<file path="src/rtl/control_pkg.sv">
// Shared types for the control pipeline: opcodes, ALU select encoding,
// the packed per-stage control bundle and register-use helpers.
package control_pkg;

    localparam logic [6:0] OP_ALU    = 7'b0110011;
    localparam logic [6:0] OP_ALUI   = 7'b0010011;
    localparam logic [6:0] OP_LOAD   = 7'b0000011;
    localparam logic [6:0] OP_STORE  = 7'b0100011;
    localparam logic [6:0] OP_BRANCH = 7'b1100011;
    localparam logic [6:0] OP_JAL    = 7'b1101111;
    localparam logic [6:0] OP_JALR   = 7'b1100111;
    localparam logic [6:0] OP_LUI    = 7'b0110111;
    localparam logic [6:0] OP_AUIPC  = 7'b0010111;

    typedef enum logic [3:0] {
        ALU_NOP        = 4'd0,
        ALU_ARITHMETIC = 4'd1,
        ALU_LOAD       = 4'd2,
        ALU_STORE      = 4'd3,
        ALU_BRANCH     = 4'd4,
        ALU_JAL        = 4'd5,
        ALU_JALR       = 4'd6,
        ALU_LUI        = 4'd7,
        ALU_AUIPC      = 4'd8
    } alu_sel_e;

    // First-listed field is the MSB; illegal lands in bit 0.
    typedef struct packed {
        logic       regfile_wr_en;
        logic       reg_b_select;
        logic       mem_data_select;
        logic       mem_rd_en;
        logic       mem_wr_en;
        logic       is_branch;
        logic       is_jal;
        logic       is_jalr;
        alu_sel_e   alu_select;
        logic [2:0] mem_size;
        logic       illegal;
    } ctrl_t;

    localparam int CTRL_W = $bits(ctrl_t);

    // Instructions that read rs1 and can therefore hit a load-use hazard on it.
    function automatic logic uses_rs1(input logic [6:0] opcode);
        case (opcode)
            OP_ALU, OP_ALUI, OP_LOAD, OP_STORE, OP_BRANCH, OP_JALR: return 1'b1;
            default: return 1'b0;
        endcase
    endfunction

    // Instructions that read rs2.
    function automatic logic uses_rs2(input logic [6:0] opcode);
        case (opcode)
            OP_ALU, OP_STORE, OP_BRANCH: return 1'b1;
            default: return 1'b0;
        endcase
    endfunction

endpackage

</file>
<file path="src/rtl/control_pipeline_if.sv">
// Bundle of ID-side inputs, pipeline control and per-stage outputs.
interface control_pipeline_if #(
    parameter int NUM_STAGES = 3,
    parameter int REG_ADDR_W = 5,
    parameter int CNT_W      = 16
);
    import control_pkg::*;

    logic                           id_valid;
    logic [6:0]                     id_opcode;
    logic [2:0]                     id_funct3;
    logic [REG_ADDR_W-1:0]          id_rd;
    logic [REG_ADDR_W-1:0]          id_rs1;
    logic [REG_ADDR_W-1:0]          id_rs2;
    logic                           stall_in;
    logic                           flush;
    logic                           id_ready;
    logic                           hazard_stall;
    logic [NUM_STAGES-1:0]          stage_valid;
    logic [NUM_STAGES*CTRL_W-1:0]   stage_ctrl;
    logic [NUM_STAGES*REG_ADDR_W-1:0] stage_rd;
    logic [CNT_W-1:0]               perf_hazard_cnt;
    logic [CNT_W-1:0]               perf_flush_cnt;

    modport master (
        output id_valid, id_opcode, id_funct3, id_rd, id_rs1, id_rs2, stall_in, flush,
        input  id_ready, hazard_stall, stage_valid, stage_ctrl, stage_rd,
               perf_hazard_cnt, perf_flush_cnt
    );

    modport slave (
        input  id_valid, id_opcode, id_funct3, id_rd, id_rs1, id_rs2, stall_in, flush,
        output id_ready, hazard_stall, stage_valid, stage_ctrl, stage_rd,
               perf_hazard_cnt, perf_flush_cnt
    );

endinterface

</file>
<file path="src/rtl/control_decode.sv">
// Purely combinational opcode/funct3 to control-bundle decoder.
module control_decode
    import control_pkg::*;
(
    input  logic [6:0] opcode_i,
    input  logic [2:0] funct3_i,
    output ctrl_t      ctrl_o
);

    // Start from an all-zero bundle and raise only the fields each opcode needs.
    always_comb begin
        ctrl_o = '0;
        case (opcode_i)
            OP_ALU: begin
                ctrl_o.regfile_wr_en = 1'b1;
                ctrl_o.reg_b_select  = 1'b1;
                ctrl_o.alu_select    = ALU_ARITHMETIC;
            end
            OP_ALUI: begin
                ctrl_o.regfile_wr_en = 1'b1;
                ctrl_o.alu_select    = ALU_ARITHMETIC;
            end
            OP_LOAD: begin
                ctrl_o.regfile_wr_en   = 1'b1;
                ctrl_o.mem_data_select = 1'b1;
                ctrl_o.mem_rd_en       = 1'b1;
                ctrl_o.alu_select      = ALU_LOAD;
                ctrl_o.mem_size        = funct3_i;
            end
            OP_STORE: begin
                ctrl_o.mem_wr_en  = 1'b1;
                ctrl_o.alu_select = ALU_STORE;
                ctrl_o.mem_size   = funct3_i;
            end
            OP_BRANCH: begin
                ctrl_o.reg_b_select = 1'b1;
                ctrl_o.is_branch    = 1'b1;
                ctrl_o.alu_select   = ALU_BRANCH;
            end
            OP_JAL: begin
                ctrl_o.regfile_wr_en = 1'b1;
                ctrl_o.reg_b_select  = 1'b1;
                ctrl_o.is_jal        = 1'b1;
                ctrl_o.alu_select    = ALU_JAL;
            end
            OP_JALR: begin
                ctrl_o.regfile_wr_en = 1'b1;
                ctrl_o.reg_b_select  = 1'b1;
                ctrl_o.is_jalr       = 1'b1;
                ctrl_o.alu_select    = ALU_JALR;
            end
            OP_LUI: begin
                ctrl_o.regfile_wr_en = 1'b1;
                ctrl_o.reg_b_select  = 1'b1;
                ctrl_o.alu_select    = ALU_LUI;
            end
            OP_AUIPC: begin
                ctrl_o.regfile_wr_en = 1'b1;
                ctrl_o.reg_b_select  = 1'b1;
                ctrl_o.alu_select    = ALU_AUIPC;
            end
            default: begin
                ctrl_o.illegal = 1'b1;
            end
        endcase
    end

endmodule

</file>
<file path="src/rtl/control_pipeline.sv">
// Decodes the ID instruction and carries its control bundle through
// NUM_STAGES registers with stall, flush, load-use bubbles and perf counters.
module control_pipeline
    import control_pkg::*;
#(
    parameter int NUM_STAGES = 3,
    parameter int REG_ADDR_W = 5,
    parameter int CNT_W      = 16
) (
    input  logic              clk,
    input  logic              rst,
    control_pipeline_if.slave bus
);

    logic                  valid_q [NUM_STAGES];
    ctrl_t                 ctrl_q  [NUM_STAGES];
    logic [REG_ADDR_W-1:0] rd_q    [NUM_STAGES];

    logic                  s0_valid_d;
    ctrl_t                 s0_ctrl_d;
    logic [REG_ADDR_W-1:0] s0_rd_d;

    logic                  flush_pending_q, flush_pending_d;
    logic [CNT_W-1:0]      hazard_cnt_q, hazard_cnt_d;
    logic [CNT_W-1:0]      flush_cnt_q, flush_cnt_d;

    ctrl_t                 id_ctrl;
    logic                  rs1_hit, rs2_hit;
    logic                  hazard;
    logic                  eflush;

    function automatic logic [CNT_W-1:0] sat_inc(input logic [CNT_W-1:0] v);
        return (&v) ? v : v + 1'b1;
    endfunction

    control_decode u_decode (
        .opcode_i (bus.id_opcode),
        .funct3_i (bus.id_funct3),
        .ctrl_o   (id_ctrl)
    );

    // Load in EX whose destination feeds a source the ID instruction actually reads.
    assign rs1_hit = (rd_q[0] == bus.id_rs1) && uses_rs1(bus.id_opcode);
    assign rs2_hit = (rd_q[0] == bus.id_rs2) && uses_rs2(bus.id_opcode);
    assign hazard  = !rst && bus.id_valid && valid_q[0] && ctrl_q[0].mem_rd_en &&
                     (rd_q[0] != '0) && (rs1_hit || rs2_hit);

    // A flush seen during a stall is remembered and applied on release.
    assign eflush = bus.flush || flush_pending_q;

    assign bus.hazard_stall = hazard;
    // A squashed ID instruction is consumed even if it would have hazarded.
    assign bus.id_ready     = !rst && !bus.stall_in && (eflush || !hazard);

    // Stage-0 entry, pending-flush and counter next state, in priority order.
    always_comb begin
        s0_valid_d      = 1'b0;
        s0_ctrl_d       = '0;
        s0_rd_d         = '0;
        flush_pending_d = 1'b0;
        hazard_cnt_d    = hazard_cnt_q;
        flush_cnt_d     = flush_cnt_q;
        if (bus.stall_in) begin
            flush_pending_d = flush_pending_q | bus.flush;
        end else if (eflush) begin
            if (bus.id_valid) begin
                flush_cnt_d = sat_inc(flush_cnt_q);
            end
        end else if (hazard) begin
            hazard_cnt_d = sat_inc(hazard_cnt_q);
        end else if (bus.id_valid) begin
            s0_valid_d = 1'b1;
            s0_ctrl_d  = id_ctrl;
            s0_rd_d    = bus.id_rd;
        end
    end

    // Stage registers: everything freezes on stall, otherwise shift one stage.
    always_ff @(posedge clk) begin
        if (rst) begin
            for (int k = 0; k < NUM_STAGES; k++) begin
                valid_q[k] <= 1'b0;
                ctrl_q[k]  <= '0;
                rd_q[k]    <= '0;
            end
        end else if (!bus.stall_in) begin
            valid_q[0] <= s0_valid_d;
            ctrl_q[0]  <= s0_ctrl_d;
            rd_q[0]    <= s0_rd_d;
            for (int k = 1; k < NUM_STAGES; k++) begin
                valid_q[k] <= valid_q[k-1];
                ctrl_q[k]  <= ctrl_q[k-1];
                rd_q[k]    <= rd_q[k-1];
            end
        end
    end

    // Pending flush and saturating performance counters.
    always_ff @(posedge clk) begin
        if (rst) begin
            flush_pending_q <= 1'b0;
            hazard_cnt_q    <= '0;
            flush_cnt_q     <= '0;
        end else begin
            flush_pending_q <= flush_pending_d;
            hazard_cnt_q    <= hazard_cnt_d;
            flush_cnt_q     <= flush_cnt_d;
        end
    end

    // Flatten per-stage state onto the output buses, stage 0 in the LSBs.
    for (genvar gi = 0; gi < NUM_STAGES; gi++) begin : g_out
        assign bus.stage_valid[gi]                          = valid_q[gi];
        assign bus.stage_ctrl[gi*CTRL_W +: CTRL_W]          = ctrl_q[gi];
        assign bus.stage_rd[gi*REG_ADDR_W +: REG_ADDR_W]    = rd_q[gi];
    end

    assign bus.perf_hazard_cnt = hazard_cnt_q;
    assign bus.perf_flush_cnt  = flush_cnt_q;

endmodule

</file>
<file path="src/flat_wrapper.sv">
// flat-port wrapper written by rule: the top's interface ports become plain ports
module control_pipeline_flat import control_pkg::*;
#(
    parameter int NUM_STAGES = 3,
    parameter int REG_ADDR_W = 5,
    parameter int CNT_W      = 16
)
  (clk, rst, bus_id_valid, bus_id_opcode, bus_id_funct3, bus_id_rd, bus_id_rs1, bus_id_rs2, bus_stall_in, bus_flush, bus_id_ready, bus_hazard_stall, bus_stage_valid, bus_stage_ctrl, bus_stage_rd, bus_perf_hazard_cnt, bus_perf_flush_cnt);
  control_pipeline_if #(.NUM_STAGES(NUM_STAGES), .REG_ADDR_W(REG_ADDR_W), .CNT_W(CNT_W)) bus_i ();
  input  logic clk;
  input  logic rst;
  input wire logic [$bits(bus_i.id_valid)-1:0] bus_id_valid;
  input wire logic [$bits(bus_i.id_opcode)-1:0] bus_id_opcode;
  input wire logic [$bits(bus_i.id_funct3)-1:0] bus_id_funct3;
  input wire logic [$bits(bus_i.id_rd)-1:0] bus_id_rd;
  input wire logic [$bits(bus_i.id_rs1)-1:0] bus_id_rs1;
  input wire logic [$bits(bus_i.id_rs2)-1:0] bus_id_rs2;
  input wire logic [$bits(bus_i.stall_in)-1:0] bus_stall_in;
  input wire logic [$bits(bus_i.flush)-1:0] bus_flush;
  output wire logic [$bits(bus_i.id_ready)-1:0] bus_id_ready;
  output wire logic [$bits(bus_i.hazard_stall)-1:0] bus_hazard_stall;
  output wire logic [$bits(bus_i.stage_valid)-1:0] bus_stage_valid;
  output wire logic [$bits(bus_i.stage_ctrl)-1:0] bus_stage_ctrl;
  output wire logic [$bits(bus_i.stage_rd)-1:0] bus_stage_rd;
  output wire logic [$bits(bus_i.perf_hazard_cnt)-1:0] bus_perf_hazard_cnt;
  output wire logic [$bits(bus_i.perf_flush_cnt)-1:0] bus_perf_flush_cnt;
  assign bus_i.id_valid = bus_id_valid;
  assign bus_i.id_opcode = bus_id_opcode;
  assign bus_i.id_funct3 = bus_id_funct3;
  assign bus_i.id_rd = bus_id_rd;
  assign bus_i.id_rs1 = bus_id_rs1;
  assign bus_i.id_rs2 = bus_id_rs2;
  assign bus_i.stall_in = bus_stall_in;
  assign bus_i.flush = bus_flush;
  assign bus_id_ready = bus_i.id_ready;
  assign bus_hazard_stall = bus_i.hazard_stall;
  assign bus_stage_valid = bus_i.stage_valid;
  assign bus_stage_ctrl = bus_i.stage_ctrl;
  assign bus_stage_rd = bus_i.stage_rd;
  assign bus_perf_hazard_cnt = bus_i.perf_hazard_cnt;
  assign bus_perf_flush_cnt = bus_i.perf_flush_cnt;
  control_pipeline #(.NUM_STAGES(NUM_STAGES), .REG_ADDR_W(REG_ADDR_W), .CNT_W(CNT_W)) u_core (.clk(clk), .rst(rst), .bus(bus_i));
endmodule
</file>
<file path="config.mk">
export PLATFORM = sky130hd
export DESIGN_NAME = control_pipeline_flat
export DESIGN_NICKNAME = d
export VERILOG_FILES = /design/src/rtl/control_pkg.sv /design/src/rtl/control_pipeline_if.sv /design/src/rtl/control_decode.sv /design/src/rtl/control_pipeline.sv /design/src/flat_wrapper.sv
export SDC_FILE = /design/constraint.sdc
export NUM_CORES = 1
export LEC_CHECK = 0
export CAP_MARGIN = 20
export CORE_MARGIN = 2
export CORE_UTILIZATION = 35
export CTS_BUF_LIST = sky130_fd_sc_hd__clkbuf_16
export DETAILED_ROUTE_END_ITERATION = 16
export GPL_TIMING_DRIVEN = 0
export MAX_ROUTING_LAYER = met4
export SYNTH_ARGS = -nofsm -noshare
export SYNTH_HDL_FRONTEND = slang
export SYNTH_HIERARCHICAL = 1
export SYNTH_SLANG_ARGS = --single-unit
</file>
<file path="constraint.sdc">
create_clock -name clk -period 3.62 [get_ports clk]
set_input_delay 0.543 -clock clk [delete_from_list [all_inputs] [get_ports clk]]
set_output_delay 0.543 -clock clk [all_outputs]
set_load 0.005 [all_outputs]
</file>
==> results.sh <==
export IMPL_outcome="completed"
export IMPL_synth_seq_cells=99
export IMPL_track_usage_pct=15.96
export IMPL_synth_avg_cell_area_sq_um=11.54
export IMPL_gr_total_overflow=0
export IMPL_power_combinational_fraction_pct=8.9
export IMPL_place_area_sq_mm=0.006013
export IMPL_clk_path_buf_depth=2
export IMPL_p_leak_uw=0.002280
export IMPL_finalSetupTns_ps=0
export IMPL_num_antenna_cells=0
export IMPL_crit_type="primary input to output port"
export IMPL_cts_tree="yes"
export IMPL_max_stage_delay_ps=720
export IMPL_drv_slew=0
export IMPL_power_uw=2437
export IMPL_clock_sinks=99
export IMPL_synth_cell_types=50
export IMPL_n_fill_cell=1167
export IMPL_final_hold_violation_count=0
export IMPL_dieArea_sq_mm=0.01378
export IMPL_design_area_sq_mm=0.006309
export IMPL_min_period_ps=3377
export IMPL_r2r_slack_ps=980
export IMPL_switchingPower_uw=534.5
export IMPL_grt_pass1_vias=3226
export IMPL_crit_chain="clkdlybuf4s50_1 > inv_1 > a2111oi_0 > nand2_1 > a21o_1 > inv_1 > a21boi_0 > clkdlybuf4s50_1"
export IMPL_async_reset_ff_share_pct=0
export IMPL_area_delta_synth_final_pct=40.21
export IMPL_yosysWarnings=6
export IMPL_start_util_pct=35.80
export IMPL_multi_input_area_sq_mm=0.001745
export IMPL_clkPwrFrac_pct=39.1
export IMPL_switching_share_pct=21.93
export IMPL_critical_path_max_fanout=9
export IMPL_die_x_microns=117.4
export IMPL_first_pass_iters=4
export IMPL_post_route_period_util_pct=93.27
export IMPL_reg2reg_depth=7
export IMPL_end_kind="output port"
export IMPL_cp_num_buf_inv=4
export IMPL_layout_setup_ws_ps=243.5
export IMPL_preCtsSetupSlack_ps=176.0
export IMPL_worst_endpoint_required_ps=3080
export IMPL_grt_first_pass_wirelength_microns=16950
export IMPL_p_int_uw=1903
export IMPL_syn_nets=422
export IMPL_vdd_drop_max_uv=186.5
export IMPL_relSlewSlack_pct=40.70
export IMPL_ant_nets=0
export IMPL_dp_hpwl_microns=7873
export IMPL_clkSlewWorstSetupHoldPaths_ps=70
export IMPL_pin_count=130
export IMPL_synthCells=390
export IMPL_grt_max_degree=68
export IMPL_root_buffer="clkbuf_16"
export IMPL_tightest_slew_ps=889.6
export IMPL_rsz0062_at_grt="false"
export IMPL_numCtsBuffers=9
export IMPL_layout_drive_gt1_share_pct=7.664
export IMPL_path_delay_family="buffers and inverters"
export IMPL_clock_fmax_mhz=296.2
export IMPL_num_nets_final=562
export IMPL_worstHoldPathCells=2
export IMPL_power_density_mw_per_mm2=386.3
export IMPL_cts_hold_buf=0
export IMPL_cp_depth=8
export IMPL_cp_slowest_cell="clkdlybuf4s50_1"
export IMPL_synth_edf_count=66
export IMPL_fp_row_count=41
export IMPL_syn_area_sq_mm=0.004499
export IMPL_post_cts_buffers=0
export IMPL_arrival_ps=2830
export IMPL_cts_htree_levels=3
export IMPL_die_h_microns=117.4
export IMPL_insertion_delay_ps=340
export IMPL_place_congestion=0.8418
export IMPL_yosysSeqAreaShare_pct=58.73
export IMPL_drc=0
export IMPL_antenna_found_initial=0
export IMPL_worstHoldPathType="register to register"
export IMPL_cts_resized=0
export IMPL_finalSetupViolations=0
export IMPL_wl_per_cell_microns=15.15
export IMPL_vias=3420
export IMPL_routed_wirelength_microns=10710
export IMPL_drv_cap=0
export IMPL_p_seq_share_pct=52.0
export IMPL_ys_flop_type="edfxtp_1"
export IMPL_start_kind="primary input"
export IMPL_io_buffers=129
export IMPL_drtIter0Drc=175
export IMPL_seq_area_sq_mm=0.002643
export IMPL_fin_worst_skew_ps=7.564
export IMPL_coreArea_sq_mm=0.01257
export IMPL_via_per_inst=4.837
==> power groups by stage <==
| stage | Sequential (uW) | Clock [uW] | Combinational, uW |
|---|---|---|---|
| final | 1270 | 952 | 217 |
| after global routing | 1270 | 1040 | 234 |
| after CTS | 1270 | 974 | 219 |
| after detailed placement | 1290 | 0 | 219 |
| after global placement | 1300 | 0 | 215 |
| after floorplan | 1300 | 0 | 68.2 |
==> placed cells by master (no fill, tap or decap), types with 11 or more instances in the layout <==
cell             netlist  layout
dfxtp_1               33      33
and2_1                70      70
nor2_1                30      30
nand2_1               16      16
nand3_1               12      12
edfxtp_1              66      66
xor2_1                21      21
clkbuf_1              11      11
nand4_1               11      11
clkdlybuf4s50_1        0     129
==> worst reg2reg max path, cell delays in order, from the launching register on <==
cell      delay [ps]
edfxtp_1         520
or4_1            530
o21ai_0          310
a21o_1           220
inv_1            120
nor2_1           250
clkbuf_1         370
and2_1           210
==> cell type report <==
cell class / instances / share of cell area (%)
Buffer: 17 / 1.408
Clock buffer: 9 / 3.570
Clock inverter: 7 / 1.111
Inverter: 8 / 0.4760
Multi-Input combinational cell: 266 / 27.67
Sequential cell: 99 / 41.89
Tap cell: 172 / 3.411
Timing Repair Buffer: 129 / 20.47
==> Yosys cell counts, types with 2 or more instances <==
master     n  area, sq um
o21ai_0    5        25.02
ha_1       2        25.02
or4_1      9        67.56
buf_6      2        22.52
clkbuf_1  11        41.29
a21o_1     2        15.01
buf_4      2        15.01
nor2_1    30        112.6
edfxtp_1  66         1982
nand3_1   12        60.06
nor4_1     8        50.05
inv_1      7        26.28
mux2_2     6        67.56
a21oi_1    9        45.04
nor3_1     5        25.02
xor2_1    21        183.9
nand4_1   11        68.82
nand4b_1   2        17.52
mux2i_1    2        20.02
o31ai_1    8        60.06
nor2b_1    7        43.79
nand2b_1   5        31.28
and3_1     4        25.02
dfxtp_1   33        660.6
and4_1     8        70.07
xnor2_1    4        35.03
nand2_1   16        60.06
buf_2      2        10.01
and2_1    70        437.9
==> state kept, by name, summed over array words and instances (netlist names) <==
signal / count
u_core/rd_q: 15
u_core/valid_q: 3
u_core/bus.perf_flush_cnt: 16
u_core/ctrl_q: 48
u_core/flush_pending_q: 1
u_core/bus.perf_hazard_cnt: 16
==> metrics by stage <==
step	instances	util, %	hold WS [ps]
floorplan	390	-	485.1
global placement	691	47.79	495.6
detailed placement	691	47.84	505.9
CTS	707	50.19	516.7
global route	707	50.19	547.1
finish	707	50.19	517.2
==> worst paths after layout <==
kind	start	to
worst max-delay path	bus_id_opcode[5]	bus_id_ready
worst min-delay path	u_core/bus.perf_hazard_cnt[10]	u_core/bus.perf_hazard_cnt[10]
worst max register to register	u_core/rd_q[0][3]	u_core/ctrl_q[0][14]
worst min register to register	u_core/bus.perf_hazard_cnt[10]	u_core/bus.perf_hazard_cnt[10]
==> routing by layer <==
layer  GRT usage (%)  vias to the layer above  wire length (microns)
li1                -                     1678                      -
met2           24.27                      114                   5095
met5               -                        -                      0
met3           4.475                       13                    643
met4           5.949                        0                    226
met1           20.39                     1615                   4745
==> logic make-up after synthesis <==
group,share of synthesized area [%]
DFF,58.73
buffers and inverters,2.642
muxes,1.947
adders and majority gates,0.7786
and+or+nand+nor,26.22
xor gates and xnor gates,4.867
AOI/OAI and AO/OA,4.811
(Power assumes the default switching activity.)
